==> src/rtl/mul_arbiter.sv <==
// Round-robin arbiter sharing one sequential 64x64 signed multiplier between two requesters.
// Optional BUSY watchdog enabled by defining MUL_ARB_TIMEOUT_EN (aborts after TIMEOUT_CYC cycles).
module mul_arbiter #(
    parameter int W           = 64,
    parameter int TIMEOUT_CYC = 80
) (
    input  logic           clk,
    input  logic           reset,
    input  logic           req0_valid,
    output logic           req0_ready,
    input  logic [W-1:0]   req0_a,
    input  logic [W-1:0]   req0_b,
    output logic           rsp0_valid,
    input  logic           req1_valid,
    output logic           req1_ready,
    input  logic [W-1:0]   req1_a,
    input  logic [W-1:0]   req1_b,
    output logic           rsp1_valid,
    output logic [2*W-1:0] rsp_result,
    output logic           rsp_err,
    output logic [W-1:0]   mul_multiplier,
    output logic [W-1:0]   mul_multiplicand,
    output logic           mul_op_start,
    output logic           mul_op_clear,
    input  logic           mul_op_done,
    input  logic [2*W-1:0] mul_result
);

    typedef enum logic [1:0] {IDLE, START, BUSY, CLEAR} state_e;

    state_e           state_q, state_d;
    logic             rr_q, rr_d;
    logic             grant_q, grant_d;
    logic [W-1:0]     a_q, a_d;
    logic [W-1:0]     b_q, b_d;
    logic [2*W-1:0]   result_q, result_d;
    logic             rsp0_q, rsp0_d;
    logic             rsp1_q, rsp1_d;
    logic             err_q, err_d;
    logic             winner;
    logic             accept;
    logic             timeoutHit;

    // rr_q names the requester that wins when both are asking
    assign winner = (req0_valid && req1_valid) ? rr_q : req1_valid;
    assign accept = (state_q == IDLE) && (req0_valid || req1_valid) && !reset;

`ifdef MUL_ARB_TIMEOUT_EN
    localparam int CntW = $clog2(TIMEOUT_CYC + 1);

    logic [CntW-1:0] cnt_q, cnt_d;

    always_comb begin
        cnt_d = cnt_q;
        if (state_q == START) begin
            cnt_d = '0;
        end else if (state_q == BUSY) begin
            cnt_d = cnt_q + 1'b1;
        end
    end

    always_ff @(posedge clk) begin
        if (reset) begin
            cnt_q <= '0;
        end else begin
            cnt_q <= cnt_d;
        end
    end

    assign timeoutHit = (state_q == BUSY) && (cnt_q == CntW'(TIMEOUT_CYC - 1));
`else
    assign timeoutHit = 1'b0;
`endif

    always_ff @(posedge clk) begin
        if (reset) begin
            state_q  <= IDLE;
            rr_q     <= 1'b0;
            grant_q  <= 1'b0;
            a_q      <= '0;
            b_q      <= '0;
            result_q <= '0;
            rsp0_q   <= 1'b0;
            rsp1_q   <= 1'b0;
            err_q    <= 1'b0;
        end else begin
            state_q  <= state_d;
            rr_q     <= rr_d;
            grant_q  <= grant_d;
            a_q      <= a_d;
            b_q      <= b_d;
            result_q <= result_d;
            rsp0_q   <= rsp0_d;
            rsp1_q   <= rsp1_d;
            err_q    <= err_d;
        end
    end

    always_comb begin
        state_d  = state_q;
        rr_d     = rr_q;
        grant_d  = grant_q;
        a_d      = a_q;
        b_d      = b_q;
        result_d = result_q;
        rsp0_d   = 1'b0;
        rsp1_d   = 1'b0;
        err_d    = err_q;
        case (state_q)
            IDLE: begin
                if (req0_valid || req1_valid) begin
                    grant_d = winner;
                    a_d     = winner ? req1_a : req0_a;
                    b_d     = winner ? req1_b : req0_b;
                    state_d = START;
                end
            end
            START: begin
                state_d = BUSY;
            end
            BUSY: begin
                // A real completion takes priority over a watchdog expiring in the same cycle
                if (mul_op_done) begin
                    result_d = mul_result;
                    err_d    = 1'b0;
                    rsp0_d   = !grant_q;
                    rsp1_d   = grant_q;
                    state_d  = CLEAR;
                end else if (timeoutHit) begin
                    result_d = '0;
                    err_d    = 1'b1;
                    rsp0_d   = !grant_q;
                    rsp1_d   = grant_q;
                    state_d  = CLEAR;
                end
            end
            CLEAR: begin
                rr_d    = !grant_q;
                state_d = IDLE;
            end
            default: begin
                state_d = IDLE;
            end
        endcase
    end

    always_comb begin
        req0_ready       = accept && !winner;
        req1_ready       = accept && winner;
        mul_op_start     = (state_q == START);
        mul_op_clear     = (state_q == CLEAR);
        mul_multiplier   = a_q;
        mul_multiplicand = b_q;
        rsp0_valid       = rsp0_q;
        rsp1_valid       = rsp1_q;
        rsp_result       = result_q;
        rsp_err          = err_q;
    end

endmodule

==> config.mk <==
export PLATFORM = sky130hd
export DESIGN_NAME = mul_arbiter
export DESIGN_NICKNAME = d
export VERILOG_FILES = /design/src/rtl/mul_arbiter.sv
export SDC_FILE = /design/constraint.sdc
export NUM_CORES = 1
export LEC_CHECK = 0
export BUFFER_PORTS_ARGS = -buffer_cell sky130_fd_sc_hd__buf_2
export CAP_MARGIN = 20
export CORE_AREA = 2 2 250 252
export CTS_BUF_LIST = sky130_fd_sc_hd__clkbuf_4 sky130_fd_sc_hd__clkbuf_8
export DETAILED_ROUTE_END_ITERATION = 6
export DIE_AREA = 0 0 252 254
export PLACE_DENSITY = 0.42
export SETUP_SLACK_MARGIN = 0.02
export SYNTH_ARGS = -nofsm -noshare
export SYNTH_HDL_FRONTEND = slang
export SYNTH_SLANG_ARGS = --single-unit
==> constraint.sdc <==
create_clock -name clk -period 1.7 [get_ports clk]
set_input_delay 0.085 -clock clk [delete_from_list [all_inputs] [get_ports clk]]
set_output_delay 0.085 -clock clk [all_outputs]
set_load 0.005 [all_outputs]
# Word-level counts from Yosys, hierarchy flattened
# Cells that the tools add are included.
[classes]
n_eq_ne = 5
n_mux = 6
bitwise_logic = 2
n_reduce_logical = 14
[ops]
columns = ["operator", "count"]
rows = [
  ["64-bit 2-to-1 mux", 2],
  ["2-bit one-hot mux with 4 select lines", 1],
  ["2-bit AND reduction", 3],
  ["1-bit logical AND", 5],
  ["2-bit == test, second input constant", 2],
  ["2-bit 2-to-1 mux", 2],
  ["1-bit zero test", 3],
  ["3-bit OR reduction", 1],
  ["2-bit by 1-bit == test with 1-bit output, second input constant", 1],
  ["2-bit zero test", 1],
  ["2-bit by 1-bit inequality test with 1-bit output, second input constant", 1],
  ["2-bit inequality test, second input constant", 1],
  ["1-bit NOT", 2],
  ["1-bit logical OR", 1],
  ["1-bit 2-to-1 mux", 1],
]
[word_totals]
ff_bits = 262

# Logic depth before layout (Yosys ltp)
# Gate-level depths: netlist of the first run.
[depth]
ltp_word = 4
ltp_mapped = 7
depth_no_buf = 5

# Worst setup path after synthesis of the first run
# OpenSTA, ideal clock, no wires.
[synth_timing]
path_type = "reg2reg"
from = "register state_q[0]"
to = "register result_q[39] (netlist: rsp_result[39])"
arrival_time_ns = 1.379
path_slack_ns = 0.251
stages_incl_launch_ff = 8
n_path_buf = 2
period_less_slack_ns = 1.449
path_cell_list = "dfxtp_1 -> inv_1 -> ha_1 -> nand2_1 -> buf_2 -> buf_1 -> nand2_1 -> a21oi_1"
[synth_via]
elab_chain_len = 2
[synth_lines]
columns = ["item", "line", "source"]
rows = [
  ["from (decl)", "31", "state_e state_q, state_d;"],
  ["from (signal assigned)", "87", "state_q <= state_d;"],
  ["2-bit == test", "109", "case (state_q)"],
  ["2-bit AND reduction (no source line)", "-", ""],
  ["to (signal assigned)", "92", "result_q <= result_d;"],
  ["to (decl)", "36", "logic [2*W-1:0] result_q, result_d;"],
]
# Every way passes these cells.
# A chain may end at the register's enable or synchronous reset.

# Final worst setup path of the first run
[layout_timing]
from = "register state_q[0]"
to = "output req0_ready"
[layout_via]
elab_chain_len = 4
[layout_lines]
columns = ["item", "line", "source"]
rows = [
  ["2-bit zero test", "46", "assign accept = (state_q == IDLE) && (req0_valid || req1_valid) && !reset;"],
  ["1-bit logical AND (2 in a row)", "46", ""],
  ["1-bit logical AND", "148", "req0_ready = accept && !winner;"],
  ["to (decl)", "10", "output logic req0_ready,"],
]
# Every way passes these cells.

==> results of run 1 <==
[cells in the final DEF (no fill, tap or decap), types with 2 or more instances in the layout]
cell,instances
diode_2,6
o21ai_1,139
dlygate4sd3_1,388
dfxtp_1,260
nor2_1,2
a21oi_1,258
mux2i_1,2
inv_2,2
inv_4,2
clkbuf_8,68
clkinv_2,2
ha_1,2
buf_4,68
dfxtp_2,2
nor3_1,2
clkbuf_4,20
a31oi_1,128
nand2_1,259
inv_6,2
buf_2,647
o21ai_0,117
buf_12,27
[routing by layer]
metal	routed length, um	part of all wire, %	GRT usage [%]
met5	30	0.054	0
met4	1690	3.0	6.20
met3	4570	8.2	4.51
met2	26800	48	27.8
met1	22700	41	19.3
[logic make-up after synthesis]
| family | count (synthesis) | synth area share, % |
|---|---|---|
| fa+ha+maj | 4 | 0.481 |
| compound gates | 646 | 32.8 |
| other cells | 1 | 0.0361 |
| flops | 262 | 50.4 |
| mux | 2 | 0.193 |
| buf+inv | 148 | 6.09 |
| simple gates | 270 | 9.98 |
[state kept, by name, indices dropped and copies added (netlist names)]
register and cells:
grant_q 1, mul_multiplicand 64, mul_multiplier 64, rr_q 1
rsp0_valid 1, rsp1_valid 1, rsp_result 128, state_q 2
[layout make-up]
| class | instances | share of cell area, % |
|---|---|---|
| flip-flops and latches | 262 | 26.0 |
| repair buffers | 1132 | 40.7 |
| clock inverters | 4 | 0.136 |
| clock buffers | 88 | 5.38 |
| inverters | 5 | 0.118 |
| diodes | 6 | 0.0743 |
| multi-input cells | 923 | 22.7 |
| well taps | 790 | 4.89 |
[repair_timing]
action | 4_1_cts | 5_1_grt
gates resized for setup | 11 | 1
buffers inserted | 7 | 5
setup endpoints to repair | 5 | 33
pin swaps | 3 | 2
endpoints found under the hold margin | 259 | 0
hold buffers | 388 | 0
cloned | 1 | 0
[power breakdown]
part           total, uW  leakage (uW)  internal (uW)  switching, uW
logic              10100       0.00620           4650           5410
registers           8480       0.00215           7670            807
clock network       6890      0.000598           3990           2900
total              25400       0.00895          16300           9110
[worst max-delay path: cells and delay by family (launching register included)]
kind | cells | cell delay (ps)
buffers and inverters | 3 | 370
AOI/OAI and AO/OA | 2 | 250
adders and majority gates | 1 | 150
DFF | 1 | 330
[through the flow]
stage                     utilization, %  instance area (um2)  setup TNS (ps)  power [uW]  hold WS (ps)
after global placement              24.5                15000               0       17400           327
after floorplan                        -                10400               0       12700           221
final                               33.0                20200            -103       25400          91.6
after global routing                33.0                20200            -298       27200          49.5
after detailed placement            24.5                15000               0       17400           332
after CTS                           32.8                20100            -248       25700          28.1
[worst paths after layout]
check,start,endpoint,slack (ps)
worst min-delay path,req1_valid,grant_q,90
worst max register to register,state_q[0],mul_multiplicand[18],90
worst max-delay path,state_q[0],req0_ready,-70
worst min register to register,rsp_result[31],rsp_result[31],450
==> metrics.md, run 1 <==
| Metric | Value |
|---|---|
| Ports | 652 |
| Largest stage delay, worst path | 330 ps |
| Vias/cell | 4.45 |
| CP Launch Type | register |
| Synth top cells by count | dfxtp_1, nand2_1, a21oi_1, o21ai_1, a31oi_1 |
| Number of synthesized flops with an enable pin | 0 |
| Most common cell in the netlist | dfxtp_1 |
| Fin crit period | 1770 ps |
| Area of the die | 64000 um2 |
| WS Path Type | register to output pin |
| Status | finished with violations |
| Clock transition at the registers of the reported paths | 60 ps |
| Slew @ Worst Pin | 744 ps |
| RSZ-0062 raised after global routing | true |
| Vias in the first global route | 14400 |
| CP Capture Type | output pin |
| Worst Hold Path Cells | 4 |
| Max Fclk | 0.565 GHz |
| CP Data Required Time | 1620 ps |
| Mapped Cells | 1333 |
| Initial Util | 17.0% |
| FF+latch count, synth | 262 |
| Slew Viols, Final | 0 |
| CP max stage cell | dfxtp_2 |
| Ys flop type | dfxtp_1 |
| Cell variety after synth | 28 |
| Root Buffer | clkbuf_8 |
| First-pass GRT wire length | 81.7 mm |
| WL/cell | 17.4 um |
| Worst Path Max Fanout | 3 |
| Maximum VDD drop | 0.623 mV |
| Syn Area/Cell | 7.80 um2 |
| Synthesized area | 10400 um2 |
| Failing checks | design-rule violations, negative setup slack |
| Top cells by area, synth | dfxtp_1, a21oi_1, nand2_1 |
| Initial antenna violation count | 12 |
| HP Class | input pin to register |
| Nets | 2768 |
| Place WS | 22.4 ps |
| Placed insts | 2711 |
| Die Wd | 252 um |
| Clk buf depth | 3 |
| Setup slack after layout | -69.5 ps |
| Warnings from Yosys | 0 |
| DRC Markers | 6 |
| Multi-input logic area | 4590 um2 |
| Clk_lat worst skew | 610 ps |
| CTS tree | built |
| Crit path cell chain | inv_2 > ha_4 > o21ai_4 > buf_12 > a211oi_4 > buf_6 |
| Initial DRC count | 810 |
| Worst rel slew slack | 50.4% |
| PwrDens | 1260 nW/um2 |
| Placer Congestion | 0.825 |
| Overflow after GRT | 0 |
| Num CTS Buffers | 51 |
| Synth area leader | dfxtp_1 |
| Critical Path AT | 1680 ps |
| # fillers | 6518 |
| Final hold vios | 0 |
| Clock skew | 12.1 ps |
| Post-DRT Antenna Nets | 0 |
| Htree depth | 2 |
| Sink Count | 262 |
| Die H | 254 um |
| Area Growth Syn to Fin | 94.2% |
| Non-filler cells, final | 3210 |
| Vias post-DR | 14300 |
| Net count after synthesis | 1726 |
| # port buffers | 650 |
| Register Area | 5250 um2 |
| Worst r2r path cells | 8 |
| Fin crit share | 104% |
| Lkg Pwr | 0.00895 uW |
| FP Rows | 91 |
| Async S/R FF share, synth | 0% |
| Core region area | 61300 um2 |
| Drt first pass iters | 7 |
| Max-Cap Viols | 0 |
| Gr usage total | 16.3% |
| Share of layout cells above drive strength 1 | 35.3% |
| Largest net degree at the start of global routing | 95 |
| Hpwl dp | 39.0 mm |
| Sequential share of the synthesized area | 50.4% |
| Endpoints failing setup | 2 |
| Post-synth top area share | 50.4% |
| Final Routed Wirelength | 55.8 mm |
Power figures use the tool's default switching activity.
==> run 2: changes to the inputs <==
==> constraint.sdc (replaced) <==
create_clock -name clk -period 1.7 [get_ports clk]
set_input_delay 0.34 -clock clk [delete_from_list [all_inputs] [get_ports clk]]
set_output_delay 0.34 -clock clk [all_outputs]
set_load 0.005 [all_outputs]
==> run 2 against run 1 <==
The run still ends with design-rule violations, negative setup slack left. Count of clock-buffer cells in the layout fell by 15. Worst hold slack worse by 22 ps. Non-clock buffer count is 57 lower. Critical path depth is the same. Clock skew rose by 9.8 ps. Critical path type unchanged. Critical endpoint is now req1_ready.
==> metrics.md, run 2 (synthesis gave the netlist of run 1 again) <==
| Metric | Value |
|---|---|
| Status | finished with violations |
| Failing checks | design-rule violations, negative setup slack |
| CP Data Required Time | 1360 ps |
| Flop pwr share | 33.8% |
| Fin crit share | 122% |
| FP Rows | 91 |
| Clock skew | 22.0 ps |
| Maximum VDD drop | 0.647 mV |
| Final Routed Wirelength | 55.2 mm |
| RSZ-0062 raised after global routing | true |
| Top cell family by delay on the critical path | buffers and inverters |
| Initial DRC count | 790 |
| Die H | 254 um |
| Critical path buffer and inverter count | 3 |
| Die Wd | 252 um |
| Placer Congestion | 0.812 |
| Clock transition at the registers of the reported paths | 60 ps |
| Vias post-DR | 14100 |
| WL/cell | 17.6 um |
| Hpwl dp | 37.6 mm |
| Final hold vios | 0 |
| Fin Hold WS | 69.8 ps |
| Switching share of power | 36.3% |
| Ports | 652 |
| DRC Markers | 2 |
| PwrDens | 1270 nW/um2 |
| Clock power frac | 26.6% |
| Initial Util | 17.0% |
| Max Fclk | 0.482 GHz |
| Root Buffer | clkbuf_8 |
| CP Launch Type | register |
| Final Util | 32.1% |
| Max-Cap Viols | 0 |
| Crit path cell chain | inv_2 > ha_4 > o21ai_4 > buf_6 > nor4_4 > buf_2 |
| Gr usage total | 15.8% |
| Initial antenna violation count | 11 |
| Htree depth | 2 |
| Endpoints failing setup | 4 |
| Lkg Pwr | 0.00865 uW |
| Comb pwr share | 39.6% |
| Share of layout cells above drive strength 1 | 35.4% |
| Drt first pass iters | 7 |
| Largest net degree at the start of global routing | 86 |
| CTS tree | built |
| Most frequent cells in the layout | buf_2, dlygate4sd3_1, dfxtp_1 |
| Sink Count | 262 |
| HP Class | input pin to register |
| First-pass GRT wire length | 79.7 mm |
| Clk buf depth | 3 |
| Area of the die | 64000 um2 |
| Max reg flops | 128 |
| CP Capture Type | output pin |
| CP max stage cell | dfxtp_2 |
| Overflow after GRT | 0 |
| # port buffers | 650 |
| Vias/cell | 4.47 |
| Core region area | 61300 um2 |
| Nets | 2712 |
| Largest stage delay, worst path | 330 ps |
| Slew Viols, Final | 0 |
| Vias in the first global route | 14200 |
| P_int | 15900 uW |
| Setup slack after layout | -374 ps |
| Fin crit period | 2070 ps |
| Worst Path Max Fanout | 3 |
| WS Path Type | register to output pin |
| Commonest non-fill, non-tap cell in the layout | buf_2 |
| Num CTS Buffers | 51 |
| Sw Pwr | 9050 uW |
| Clk_lat worst skew | 620 ps |
| Critical Path AT | 1730 ps |
| Area Growth Syn to Fin | 89.4% |
| Post-DRT Antenna Nets | 0 |
==> run 2: changes by cell type in the layout (fill, tap and decap cells not counted), sizes merged, moves of 3 or more <==
| cell | change |
|---|---|
| dlygate4sd3 | -37 |
| clkbuf | -12 |
| diode | +3 |
| clkinv | +3 |
| buf | -22 |
==> run 2: path summary, 6_finish.rpt <==
| check | start | to | depth (start not counted) | slack [ps] |
|---|---|---|---|---|
| setup / recovery | state_q[1] | req1_ready | 6 | -370 |
| hold / removal | req1_b[1] | mul_multiplicand[1] | 3 | 70 |
| setup reg to reg | state_q[0] | rsp_result[65] | 9 | 80 |
| hold reg to reg | rsp_result[92] | rsp_result[92] | 2 | 450 |
==> run 2: layout make-up <==
cell class	count	area [um2]
Fill cell	6512	41600
Clock inverter	9	80.1
Tap cell	790	988
Multi-Input combinational cell	924	4650
Antenna cell	9	22.5
Sequential cell	262	5250
Inverter	5	23.8
Timing Repair Buffer	1075	7720
Clock buffer	73	955
==> run 2: routing by layer <==
layer | share of wire [%] | vias up | global-route usage, %
li1 | - | 6680 | -
met1 | 40 | 6581 | 18.1
met2 | 48 | 669 | 27.5
met3 | 8.7 | 121 | 4.78
met4 | 3.4 | 2 | 6.42
met5 | 0.024 | - | 0
==> run 2: metrics by stage <==
step	setup TNS [ps]	area [um2]	power, uW	worst slack (ps)	cells
2_1_floorplan	0	10400	12700	136	1333
3_3_place_gp	-132	14800	17000	-126	2687
3_5_place_dp	-127	14800	17200	-118	2687
4_1_cts	-2120	19500	24900	-428	3127
5_1_grt	-1180	19700	26600	-462	3145
6_report	-829	19700	24900	-374	3147
==> run 2: worst min-delay path, cell delays in order <==
cell     delay [ps]
buf_2            80
a31oi_1          70
a21oi_1         130
==> run 2: timing repair <==
action | in CTS | in global routing
setup endpoints to repair | 4 | 133
pin swaps | 4 | 2
resized for setup | 18 | 11
setup buffers | 8 | 8
endpoints found under the hold margin | 252 | 1
hold buffers | 350 | 1
cloned | 0 | 3
==> run 2: power by group through the flow <==
stage               clock network (uW)  logic [uW]  registers (uW)
floorplan                            0        4150            8590
global placement                     0        8550            8490
detailed placement                   0        8660            8500
CTS                               6890        9640            8410
global route                      7100       10900            8590
finish                            6620        9870            8420
==> run 3: changes to the inputs <==
--- a/config.mk
+++ b/config.mk
@@ -12,6 +12,7 @@
 export DETAILED_ROUTE_END_ITERATION = 6
 export DIE_AREA = 0 0 252 254
 export PLACE_DENSITY = 0.42
+export RECOVER_POWER = 50
 export SETUP_SLACK_MARGIN = 0.02
 export SYNTH_ARGS = -nofsm -noshare
 export SYNTH_HDL_FRONTEND = slang
==> run 3 against run 2 <==
The run ends with negative setup slack left. Power decreased by 1.3%. Cell count about the same. Via count about the same. Count of clock-buffer cells in the layout unchanged. Core utilization decreased by 0.47 points. Worst setup slack improved by 3.1 ps. Clock skew increased by 0.51 ps. Global-route usage unchanged. Wire length decreased by 0.13%. Fmax increased by 0.15%. Largest power group unchanged. Highest routed layer unchanged.
==> metrics.md, run 3 (synthesis gave the netlist of run 1 again) <==
| Metric | Value |
|---|---|
| CP Capture Type | output pin |
| Commonest non-fill, non-tap cell in the layout | buf_2 |
| Worst Hold Path EP | mul_multiplicand[1] |
| Min-delay src | req1_b[1] |
| Endpoints failing setup | 145 |
| Placer Congestion | 0.812 |
| Comb pwr share | 38.8% |
| Hpwl dp | 37.6 mm |
| Die Wd | 252 um |
| # fillers | 6618 |
| Clock skew | 22.5 ps |
| Worst rel slew slack | 50.7% |
| Slew @ Worst Pin | 740 ps |
| Worst Hold Path Cells | 3 |
| Vias in the first global route | 14200 |
| Worst Path Max Fanout | 3 |
| FP Rows | 91 |
| # port buffers | 650 |
| CP max stage cell | dfxtp_2 |
| DRT met1 WL | 22.0 mm |
| Initial DRC count | 813 |
| Switching share of power | 36.8% |
| HP Class | input pin to register |
| DRC Markers | 0 |
| Slew Viols, Final | 0 |
| Status | finished with violations |
| Reg-to-Reg End | rsp_result[72] |
| Reg-to-reg slack, setup | -170 ps |
| Drt first pass iters | 6 |
| Setup slack after layout | -371 ps |
| Vias/cell | 4.46 |
| Lkg Pwr | 0.00787 uW |
| Area of the die | 64000 um2 |
| RSZ-0062 raised after global routing | true |
| Ports | 652 |
| Max reg flops | 128 |
| Crit path cell chain | inv_2 > ha_4 > o21ai_4 > buf_6 > nor4_4 > buf_2 |
| PwrDens | 1270 nW/um2 |
| Pwr Total | 24600 uW |
| Largest stage delay, worst path | 330 ps |
| Largest net degree at the start of global routing | 86 |
| Critical Path AT | 1730 ps |
| P_int | 15500 uW |
| Fin crit share | 122% |
| Area Growth Syn to Fin | 86.6% |
| Sink Count | 262 |
| CP Launch Type | register |
| Placed insts | 2687 |
| Maximum VDD drop | 0.614 mV |
| Root Buffer | clkbuf_8 |
| Vias post-DR | 14000 |
| Final hold vios | 0 |
| Fin crit period | 2070 ps |
| Metal3 WL | 4.70 mm |
| Clk buf depth | 3 |
| CTS tree | built |
| DR WL met2 | 26.4 mm |
| Die H | 254 um |
| Max Fclk | 0.483 GHz |
| Overflow after GRT | 0 |
| Crit path launch | state_q[1] |
| Core region area | 61300 um2 |
| Initial Util | 17.0% |
| Clock transition at the registers of the reported paths | 60 ps |
| Gr usage total | 15.8% |
| First-pass GRT wire length | 79.7 mm |
| Non-filler cells, final | 3146 |
| CP Data Required Time | 1360 ps |
| WS Path Type | register to output pin |
| Share of layout cells above drive strength 1 | 27.1% |
| Initial antenna violation count | 11 |
| Clock power frac | 26.9% |
| Worst r2r path cells | 8 |
| Failing checks | negative setup slack |
| Num CTS Buffers | 51 |
| Reg2reg start | state_q[0] |
| Max-Cap Viols | 0 |
| Sw Pwr | 9040 uW |
| WL/cell | 17.5 um |
| Top Metal Used | met5 |
| Clk_lat worst skew | 620 ps |
| Most frequent cells in the layout | buf_2, dlygate4sd3_1, dfxtp_1 |
| Post-DRT Antenna Nets | 0 |
| Nets | 2712 |
| Flop pwr share | 34.4% |
| Final Routed Wirelength | 55.2 mm |
| Htree depth | 2 |
-- run 3: power by group through the flow --
stage                     clock [uW]  sequential [uW]  combinational [uW]
after floorplan                    0             8590                4150
after global placement             0             8490                8550
after detailed placement           0             8500                8660
after CTS                       6890             8410                9640
after global routing            7100             8620               10500
final                           6610             8450                9530
-- run 3: worst max-delay path by stage --
stage          slack [ps]  cells past startpoint          to
2_1_floorplan         140                      6  req1_ready
4_1_cts              -430                      6  req1_ready
5_1_grt              -460                      6  req1_ready
6_report             -370                      6  req1_ready
3_3_place_gp         -130                      5  req0_ready
3_5_place_dp         -120                      5  req0_ready
-- run 3: metal layers --
layer  GRT usage [%]  vias to the layer above
li1                -                     6683
met1            18.1                     6572
met2            27.5                      649
met3            4.78                      133
met4            6.42                        2
met5               0                        -
-- run 3: critical path, delay by kind of cell (launching register included) --
family / cells / cell delay, ps
and+or+nand+nor: 1 / 170
AOI/OAI and AO/OA: 1 / 70
adders and majority gates: 1 / 150
DFF: 1 / 330
buffers and inverters: 3 / 410
-- run 3: per-stage QoR --
step                cell area (um2)  setup slack, ps  util (%)  hold slack, ps  setup TNS, ps
global placement              14800             -126      24.2             440           -132
detailed placement            14800             -118      24.2             443           -127
floorplan                     10400              136         -             425              0
global route                  19400             -462      31.7            31.7         -34110
CTS                           19500             -428      31.8           0.662          -2120
finish                        19400             -371      31.7            71.4         -15990
-- run 3: what timing repair did --
item                                   in CTS  in global routing
setup buffers                               8                  8
gates resized for setup                    18                 11
endpoints found under the hold margin     252                  1
setup endpoints to repair                   4                133
pin swaps                                   4                  2
cloned                                      0                  3
hold buffers                              350                  1
-- run 3: cell type report --
class                           instances  area, um2  share of cell area (%)
Clock buffer                           73        955                    4.92
Antenna cell                            8       20.0                   0.103
Multi-Input combinational cell        924       4620                    23.8
Inverter                                5       23.8                   0.123
Timing Repair Buffer                 1075       7470                    38.5
Tap cell                              790        988                    5.09
Clock inverter                          9       80.1                   0.413
Sequential cell                       262       5250                    27.0
